### src/rtl/sar_pkg.sv
// Shared state encoding and elaboration helpers for the SAR cycle sequencer.
package sar_pkg;

  typedef enum logic [1:0] {
    StIdle,
    StSample,
    StConv,
    StDone
  } sar_state_e;

  function automatic int unsigned clog2(input int unsigned value);
    int unsigned res;
    res = 0;
    for (int i = 0; i < 32; i++) begin
      if ((32'd1 << i) < value) res = i + 1;
    end
    return res;
  endfunction

endpackage

### src/rtl/sar_cycle_seq_if.sv
// Comparator-side inputs and result/flag outputs of the SAR cycle sequencer.
interface sar_cycle_seq_if #(
  parameter int unsigned Nbit = 10
);
  logic            cks;
  logic            rdy;
  logic            comp;
  logic [Nbit-1:0] cf;
  logic            final_flag;
  logic [Nbit-1:0] dout;
  logic            dvalid;
  logic            tmo;
  logic            abort;

  modport master (
    output cks, rdy, comp,
    input  cf, final_flag, dout, dvalid, tmo, abort
  );

  modport slave (
    input  cks, rdy, comp,
    output cf, final_flag, dout, dvalid, tmo, abort
  );
endinterface

### src/rtl/sar_sync.sv
// Multi-flop synchroniser for an asynchronous level with edge pulses taken
// from the synchronised copy.
module sar_sync #(
  parameter int unsigned Stages = 2
) (
  input  logic clk_i,
  input  logic rst_ni,
  input  logic d_i,
  output logic q_o,
  output logic rise_o,
  output logic fall_o
);
  logic [Stages-1:0] sync_q;
  logic              prev_q;

  always_ff @(posedge clk_i or negedge rst_ni) begin
    if (!rst_ni) begin
      sync_q <= '0;
      prev_q <= 1'b0;
    end else begin
      sync_q <= {sync_q[Stages-2:0], d_i};
      prev_q <= sync_q[Stages-1];
    end
  end

  assign q_o    = sync_q[Stages-1];
  assign rise_o = sync_q[Stages-1] & ~prev_q;
  assign fall_o = ~sync_q[Stages-1] & prev_q;
endmodule

### src/rtl/sar_cycle_seq.sv
// SAR conversion sequencer: tracks sample phase, collects MSB-first comparator
// decisions, drives per-cycle DAC flags and publishes the parallel result.
module sar_cycle_seq
  import sar_pkg::*;
#(
  parameter int unsigned Nbit       = 10,
  parameter int unsigned SyncStages = 2,
  parameter int unsigned TmoCyc     = 15,
  parameter bit          OneHot     = 1'b0
) (
  input logic            clk_i,
  input logic            rst_ni,
  sar_cycle_seq_if.slave bus
);
  localparam int unsigned      Kw     = clog2(Nbit + 1);
  localparam logic [Kw-1:0]    KLast  = Kw'(Nbit - 1);
  localparam logic [7:0]       TmoMax = 8'(TmoCyc);
  localparam logic [Nbit-1:0]  LsbOne = Nbit'(1);
  localparam logic [Nbit-1:0]  MsbOne = LsbOne << (Nbit - 1);

  logic cks_s, cks_rise, cks_fall, rdy_rise, comp_s;
  logic unused_rdy_lvl, unused_rdy_fall;
  logic [SyncStages-1:0] comp_sync_q;

  sar_sync #(.Stages(SyncStages)) u_cks_sync (
    .clk_i  (clk_i),
    .rst_ni (rst_ni),
    .d_i    (bus.cks),
    .q_o    (cks_s),
    .rise_o (cks_rise),
    .fall_o (cks_fall)
  );

  sar_sync #(.Stages(SyncStages)) u_rdy_sync (
    .clk_i  (clk_i),
    .rst_ni (rst_ni),
    .d_i    (bus.rdy),
    .q_o    (unused_rdy_lvl),
    .rise_o (rdy_rise),
    .fall_o (unused_rdy_fall)
  );

  // Same depth as RDY so COMP_s lines up with the detected RDY rise.
  always_ff @(posedge clk_i or negedge rst_ni) begin
    if (!rst_ni) comp_sync_q <= '0;
    else         comp_sync_q <= {comp_sync_q[SyncStages-2:0], bus.comp};
  end
  assign comp_s = comp_sync_q[SyncStages-1];

  sar_state_e      state_q, state_d;
  logic [Kw-1:0]   k_q, k_d;
  logic [7:0]      timer_q, timer_d;
  logic [Nbit-1:0] result_q, result_d, cf_q, cf_d, dout_q, dout_d;
  logic            final_q, final_d, dvalid_q, dvalid_d, tmo_q, tmo_d, abort_q, abort_d;
  logic            decide, bit_val;
  logic [Nbit-1:0] step_mask, bit_mask;

  always_ff @(posedge clk_i or negedge rst_ni) begin
    if (!rst_ni) begin
      state_q  <= StIdle;
      k_q      <= '0;
      timer_q  <= '0;
      result_q <= '0;
      cf_q     <= '0;
      dout_q   <= '0;
      final_q  <= 1'b0;
      dvalid_q <= 1'b0;
      tmo_q    <= 1'b0;
      abort_q  <= 1'b0;
    end else begin
      state_q  <= state_d;
      k_q      <= k_d;
      timer_q  <= timer_d;
      result_q <= result_d;
      cf_q     <= cf_d;
      dout_q   <= dout_d;
      final_q  <= final_d;
      dvalid_q <= dvalid_d;
      tmo_q    <= tmo_d;
      abort_q  <= abort_d;
    end
  end

  always_comb begin
    state_d   = state_q;
    k_d       = k_q;
    timer_d   = timer_q;
    result_d  = result_q;
    cf_d      = cf_q;
    dout_d    = dout_q;
    final_d   = final_q;
    dvalid_d  = 1'b0;
    tmo_d     = tmo_q;
    abort_d   = 1'b0;
    decide    = 1'b0;
    bit_val   = 1'b0;
    step_mask = LsbOne << k_q;
    bit_mask  = MsbOne >> k_q;

    unique case (state_q)
      StIdle: begin
        if (cks_s) state_d = StSample;
      end
      StSample: begin
        cf_d     = '0;
        final_d  = 1'b0;
        tmo_d    = 1'b0;
        k_d      = '0;
        result_d = '0;
        timer_d  = '0;
        if (cks_fall) state_d = StConv;
      end
      StConv: begin
        if (cks_rise) begin
          state_d  = StSample;
          abort_d  = 1'b1;
          cf_d     = '0;
          final_d  = 1'b0;
          tmo_d    = 1'b0;
          k_d      = '0;
          result_d = '0;
          timer_d  = '0;
        end else if (rdy_rise) begin
          decide  = 1'b1;
          bit_val = comp_s;
        end else if (timer_q == TmoMax) begin
          // Forced decision resolves the bit to 0.
          decide = 1'b1;
          tmo_d  = 1'b1;
        end else begin
          timer_d = timer_q + 8'd1;
        end

        if (decide) begin
          timer_d = '0;
          k_d     = k_q + 1'b1;
          if (bit_val) result_d = result_q | bit_mask;
          cf_d = OneHot ? step_mask : (cf_q | step_mask);
          if (k_q == KLast) begin
            state_d  = StDone;
            dout_d   = result_d;
            dvalid_d = 1'b1;
            final_d  = 1'b1;
          end
        end
      end
      StDone: begin
        if (cks_rise) begin
          state_d = StSample;
          cf_d    = '0;
          final_d = 1'b0;
        end
      end
      default: state_d = StIdle;
    endcase
  end

  assign bus.cf         = cf_q;
  assign bus.final_flag = final_q;
  assign bus.dout       = dout_q;
  assign bus.dvalid     = dvalid_q;
  assign bus.tmo        = tmo_q;
  assign bus.abort      = abort_q;
endmodule

### src/flat_wrapper.sv
// flat-port wrapper written by rule: the top's interface ports become plain ports
module sar_cycle_seq_flat import sar_pkg::*;
#(
  parameter int unsigned Nbit       = 10,
  parameter int unsigned SyncStages = 2,
  parameter int unsigned TmoCyc     = 15,
  parameter bit          OneHot     = 1'b0
)
  (clk_i, rst_ni, bus_cks, bus_rdy, bus_comp, bus_cf, bus_final_flag, bus_dout, bus_dvalid, bus_tmo, bus_abort);
  sar_cycle_seq_if #(.Nbit(Nbit)) bus_i ();
  input logic clk_i;
  input logic rst_ni;
  input wire logic [$bits(bus_i.cks)-1:0] bus_cks;
  input wire logic [$bits(bus_i.rdy)-1:0] bus_rdy;
  input wire logic [$bits(bus_i.comp)-1:0] bus_comp;
  output wire logic [$bits(bus_i.cf)-1:0] bus_cf;
  output wire logic [$bits(bus_i.final_flag)-1:0] bus_final_flag;
  output wire logic [$bits(bus_i.dout)-1:0] bus_dout;
  output wire logic [$bits(bus_i.dvalid)-1:0] bus_dvalid;
  output wire logic [$bits(bus_i.tmo)-1:0] bus_tmo;
  output wire logic [$bits(bus_i.abort)-1:0] bus_abort;
  assign bus_i.cks = bus_cks;
  assign bus_i.rdy = bus_rdy;
  assign bus_i.comp = bus_comp;
  assign bus_cf = bus_i.cf;
  assign bus_final_flag = bus_i.final_flag;
  assign bus_dout = bus_i.dout;
  assign bus_dvalid = bus_i.dvalid;
  assign bus_tmo = bus_i.tmo;
  assign bus_abort = bus_i.abort;
  sar_cycle_seq #(.Nbit(Nbit), .SyncStages(SyncStages), .TmoCyc(TmoCyc), .OneHot(OneHot)) u_core (.clk_i(clk_i), .rst_ni(rst_ni), .bus(bus_i));
endmodule
### config.mk
export PLATFORM = sky130hd
export DESIGN_NAME = sar_cycle_seq_flat
export DESIGN_NICKNAME = d
export VERILOG_FILES = /design/src/rtl/sar_pkg.sv /design/src/rtl/sar_cycle_seq_if.sv /design/src/rtl/sar_sync.sv /design/src/rtl/sar_cycle_seq.sv /design/src/flat_wrapper.sv
export SDC_FILE = /design/constraint.sdc
export NUM_CORES = 1
export LEC_CHECK = 0
export ABC_AREA = 1
export CAP_MARGIN = 20
export CORE_ASPECT_RATIO = 1.4
export CORE_UTILIZATION = 25
export DETAILED_ROUTE_END_ITERATION = 16
export DONT_BUFFER_PORTS = 1
export PLACE_DENSITY = 0.37
export SKIP_LAST_GASP = 1
export SYNTH_ARGS = -nofsm -noshare
export SYNTH_HDL_FRONTEND = slang
export SYNTH_SLANG_ARGS = --single-unit
### constraint.sdc
create_clock -name clk_i -period 1.8 [get_ports clk_i]
set_input_delay 0.36 -clock clk_i [delete_from_list [all_inputs] [get_ports clk_i]]
set_output_delay 0.36 -clock clk_i [all_outputs]
set_load 0.03 [all_outputs]
==> impl_metrics.yaml <==
hold_path:
  holdCritPathClass: "primary input to flop"
placed_design:
  place.gp.congestion: 0.7236
  dpl.cell_count: 408
  io_buffer_count: 0
  dp_hpwl_um: 4335
timing:
  tns_ns: 0
  fin_crit_sh: 0.9181
  slew_viol_final: 0
  hold_viol: 0
  max_freq_mhz: 605.1
  worst_slew_pin_slew_ns: 0.4537
  fin_crit_ns: 1.653
  relSlewSlack: 0.6952
  rsz0062_at_grt: "false"
  final.setup_skew_ns: 0.003790
  setup_viol_count_final: 0
route:
  ant_nets: 0
  drc: 0
  drt_iter0_drc: 61
  drt_pass1_iterations: 4
  wl_um: 5961
  via_count: 1841
  wl_per_cell_um: 14.26
  vias_per_cell: 4.404
flow_run:
  drv_cap: 0
power_and_ir_drop:
  finalPower_mw: 3.650
  ir_worst_vdd_mv: 0.3736
  p_per_area_nw_per_um2: 1214
  p_leak_nw: 1.337
logic_synthesis:
  synthesis.nets: 281
  yosys_warnings: 0
  avgSynthCellArea_um2: 9.594
  synth.distinct_cells: 28
  ys_seq_area_frac: 0.5512
  synth-main-ff-cell: "dfrtp_1"
  netlist_area_um2: 2542
  syn_inst: 265
  ys_ff_latch: 56
  synthArstFlopShare: 1.000
  synth_enable_flop_cells: 0
layout:
  drive_above_1_share: 0.1519
  n_antenna_cell: 0
  nNetsFinal: 298
  final_cell_count_no_fill: 418
  syn_to_final_growth_pct: 18.26
  fillCellCount: 1065
grt:
  gr-usage-all-layers: 0.1283
  overflow: 0
  grt_pass1_vias: 1920
  grt_pass1_wl_um: 10130
  grt_max_degree: 57
  antenna_found_initial: 0
clock_tree:
  cts_tree: "built"
  htree_levels: 2
  cts_setup_buffers: 0
  clk_path_buf_depth: 2
  clock_latency_ns: 0.29
  cts.sinks: 56
  cts_buffers: 5
  cts_root_buf: "clkbuf_16"
  clkTransAtPathRegs_ns: 0.07
critical_path:
  crit_chain: "inv_1 -> ha_2 -> inv_1 -> nor2_2 -> buf_4 -> nand2_1 -> nand2_1 -> inv_2 -> o21ai_0"
  worst_ep_required_time_ns: 2.02
  criticalPathCategory: "flop to flop"
  critPathLaunchType: "flop"
  slowest_stage: "dfrtp_1"
  arrival_ns: 1.87
  critPathCaptureType: "flop"
  slowest_delay_ns: 0.38
  worst-path-max-fanout: 8
floorplan:
  die_h_um: 121.3
  initial_utilization: 0.2568
  core_um2: 9899
  die_area_um2: 10580
  rows: 43
  die_x_um: 87.23
  io_pins: 29
run_status:
  status: "completed"
logic make-up (layout without fill, tap and decap cells):
family	Yosys count	after routing	share of synthesized area
simple gates	104	104	0.1846
compound gates	60	60	0.1481
flops	56	56	0.5512
buf+inv	31	49	0.05167
fa+ha+maj	11	11	0.05413
xor+xnor	3	3	0.01034
synth_stat cells (2+ instances only):
library cell | number | area share
nor2_1 | 19 | 0.028
nor3_1 | 12 | 0.024
o21ai_0 | 33 | 0.065
inv_2 | 4 | 0.0059
nand4_1 | 3 | 0.0074
a22oi_1 | 9 | 0.027
a21oi_1 | 6 | 0.012
nand3_1 | 6 | 0.012
o21ai_2 | 8 | 0.028
buf_6 | 2 | 0.0089
ha_1 | 11 | 0.054
xor2_1 | 3 | 0.010
inv_1 | 22 | 0.032
dfrtp_1 | 56 | 0.55
nand2_1 | 57 | 0.084
clkbuf_1 | 2 | 0.0030
final timing paths:
check	cells past startpoint	endpoint	startpoint	slack, ns
min in group asynchronous	2	u_core.bus.dout[9]$_DFFE_PN0P_	rst_ni	0.59
max reg2reg	9	u_core.k_q[0]$_DFFE_PN0P_	u_core.state_q[0]$_DFFE_PN0P_	0.15
min reg2reg	0	u_core.u_rdy_sync.sync_q[1]$_DFF_PN0_	u_core.u_rdy_sync.sync_q[0]$_DFF_PN0_	0.35
min	0	u_core.u_cks_sync.sync_q[0]$_DFF_PN0_	bus_cks	0.09
max in group asynchronous	2	u_core.bus.cf[7]$_DFFE_PN0N_	rst_ni	0.97
max	9	u_core.k_q[0]$_DFFE_PN0P_	u_core.state_q[0]$_DFFE_PN0P_	0.15
metal layers:
layer,global-route usage,share of wire
met1,0.1509,0.41
met2,0.2229,0.54
met3,0.02857,0.029
met4,0.05225,0.019
met5,0,0
metrics by stage:
| stage | area (um2) | setup WS (ns) | utilization | hold slack, ns |
|---|---|---|---|---|
| 6_report | 3007 | 0.1474 | 0.3037 | 0.08696 |
| 5_1_grt | 3007 | 0.003826 | 0.3037 | 0.06788 |
| 4_1_cts | 3004 | 0.07968 | 0.3035 | 0.07734 |
| 3_5_place_dp | 2784 | 0.09816 | 0.2812 | 0.06772 |
| 3_3_place_gp | 2784 | 0.1106 | 0.2812 | 0.06797 |
| 2_1_floorplan | 2542 | 0.2910 | - | 0.06441 |
worst max-delay path, delay by kind of cell (launching register included):
| kind | cells | cell delay (ns) |
|---|---|---|
| compound gates | 1 | 0.15 |
| fa+ha+maj | 1 | 0.24 |
| buf+inv | 4 | 0.47 |
| flops | 1 | 0.38 |
| simple gates | 3 | 0.34 |
where the power goes:
| group | leakage (nW) | switching, mW | internal, mW |
|---|---|---|---|
| Sequential | 0.758 | 0.0756 | 1.33 |
| Combinational | 0.489 | 0.712 | 0.350 |
| Clock | 0.0901 | 0.452 | 0.734 |
| Total | 1.34 | 1.24 | 2.41 |
area by class of cell:
class	count	area, um2	share of cell area
Sequential cell	56	1401	0.4661
Multi-Input combinational cell	178	1012	0.3367
Tap cell	135	168.9	0.05618
Clock buffer	7	152.6	0.05077
Timing Repair Buffer	14	140.1	0.04661
Inverter	27	101.3	0.03371
Clock inverter	1	30.03	0.009988
state kept, by name, summed over array words and instances, names as in the netlist:
name,cells
u_core.bus.cf,10
u_core.bus.dout,10
u_core.result_q,10
u_core.timer_q,8
u_core.k_q,4
u_core.comp_sync_q,2
u_core.state_q,2
u_core.u_cks_sync.sync_q,2
u_core.u_rdy_sync.sync_q,2
u_core.bus.abort,1
u_core.bus.dvalid,1
u_core.bus.final_flag,1
u_core.bus.tmo,1
u_core.u_cks_sync.prev_q,1
u_core.u_rdy_sync.prev_q,1
what timing repair did:
item                                    4_1_cts  5_1_grt
hold buffers                                  2        0
endpoints found under the hold margin        56        0
resized for setup                             0        2
endpoints found under the setup margin        0       14
placed cells by master (no fill, tap or decap), types with 5 or more instances in the layout:
cell        n
nand2_1    57
dfrtp_1    56
o21ai_0    33
inv_1      22
nor2_1     19
nor3_1     12
buf_4      11
ha_1       10
a22oi_1     9
o21ai_2     8
nand3_1     6
a21oi_1     6
inv_2       5
clkbuf_16   5
Note: power is estimated with default switching activity, not from simulation.
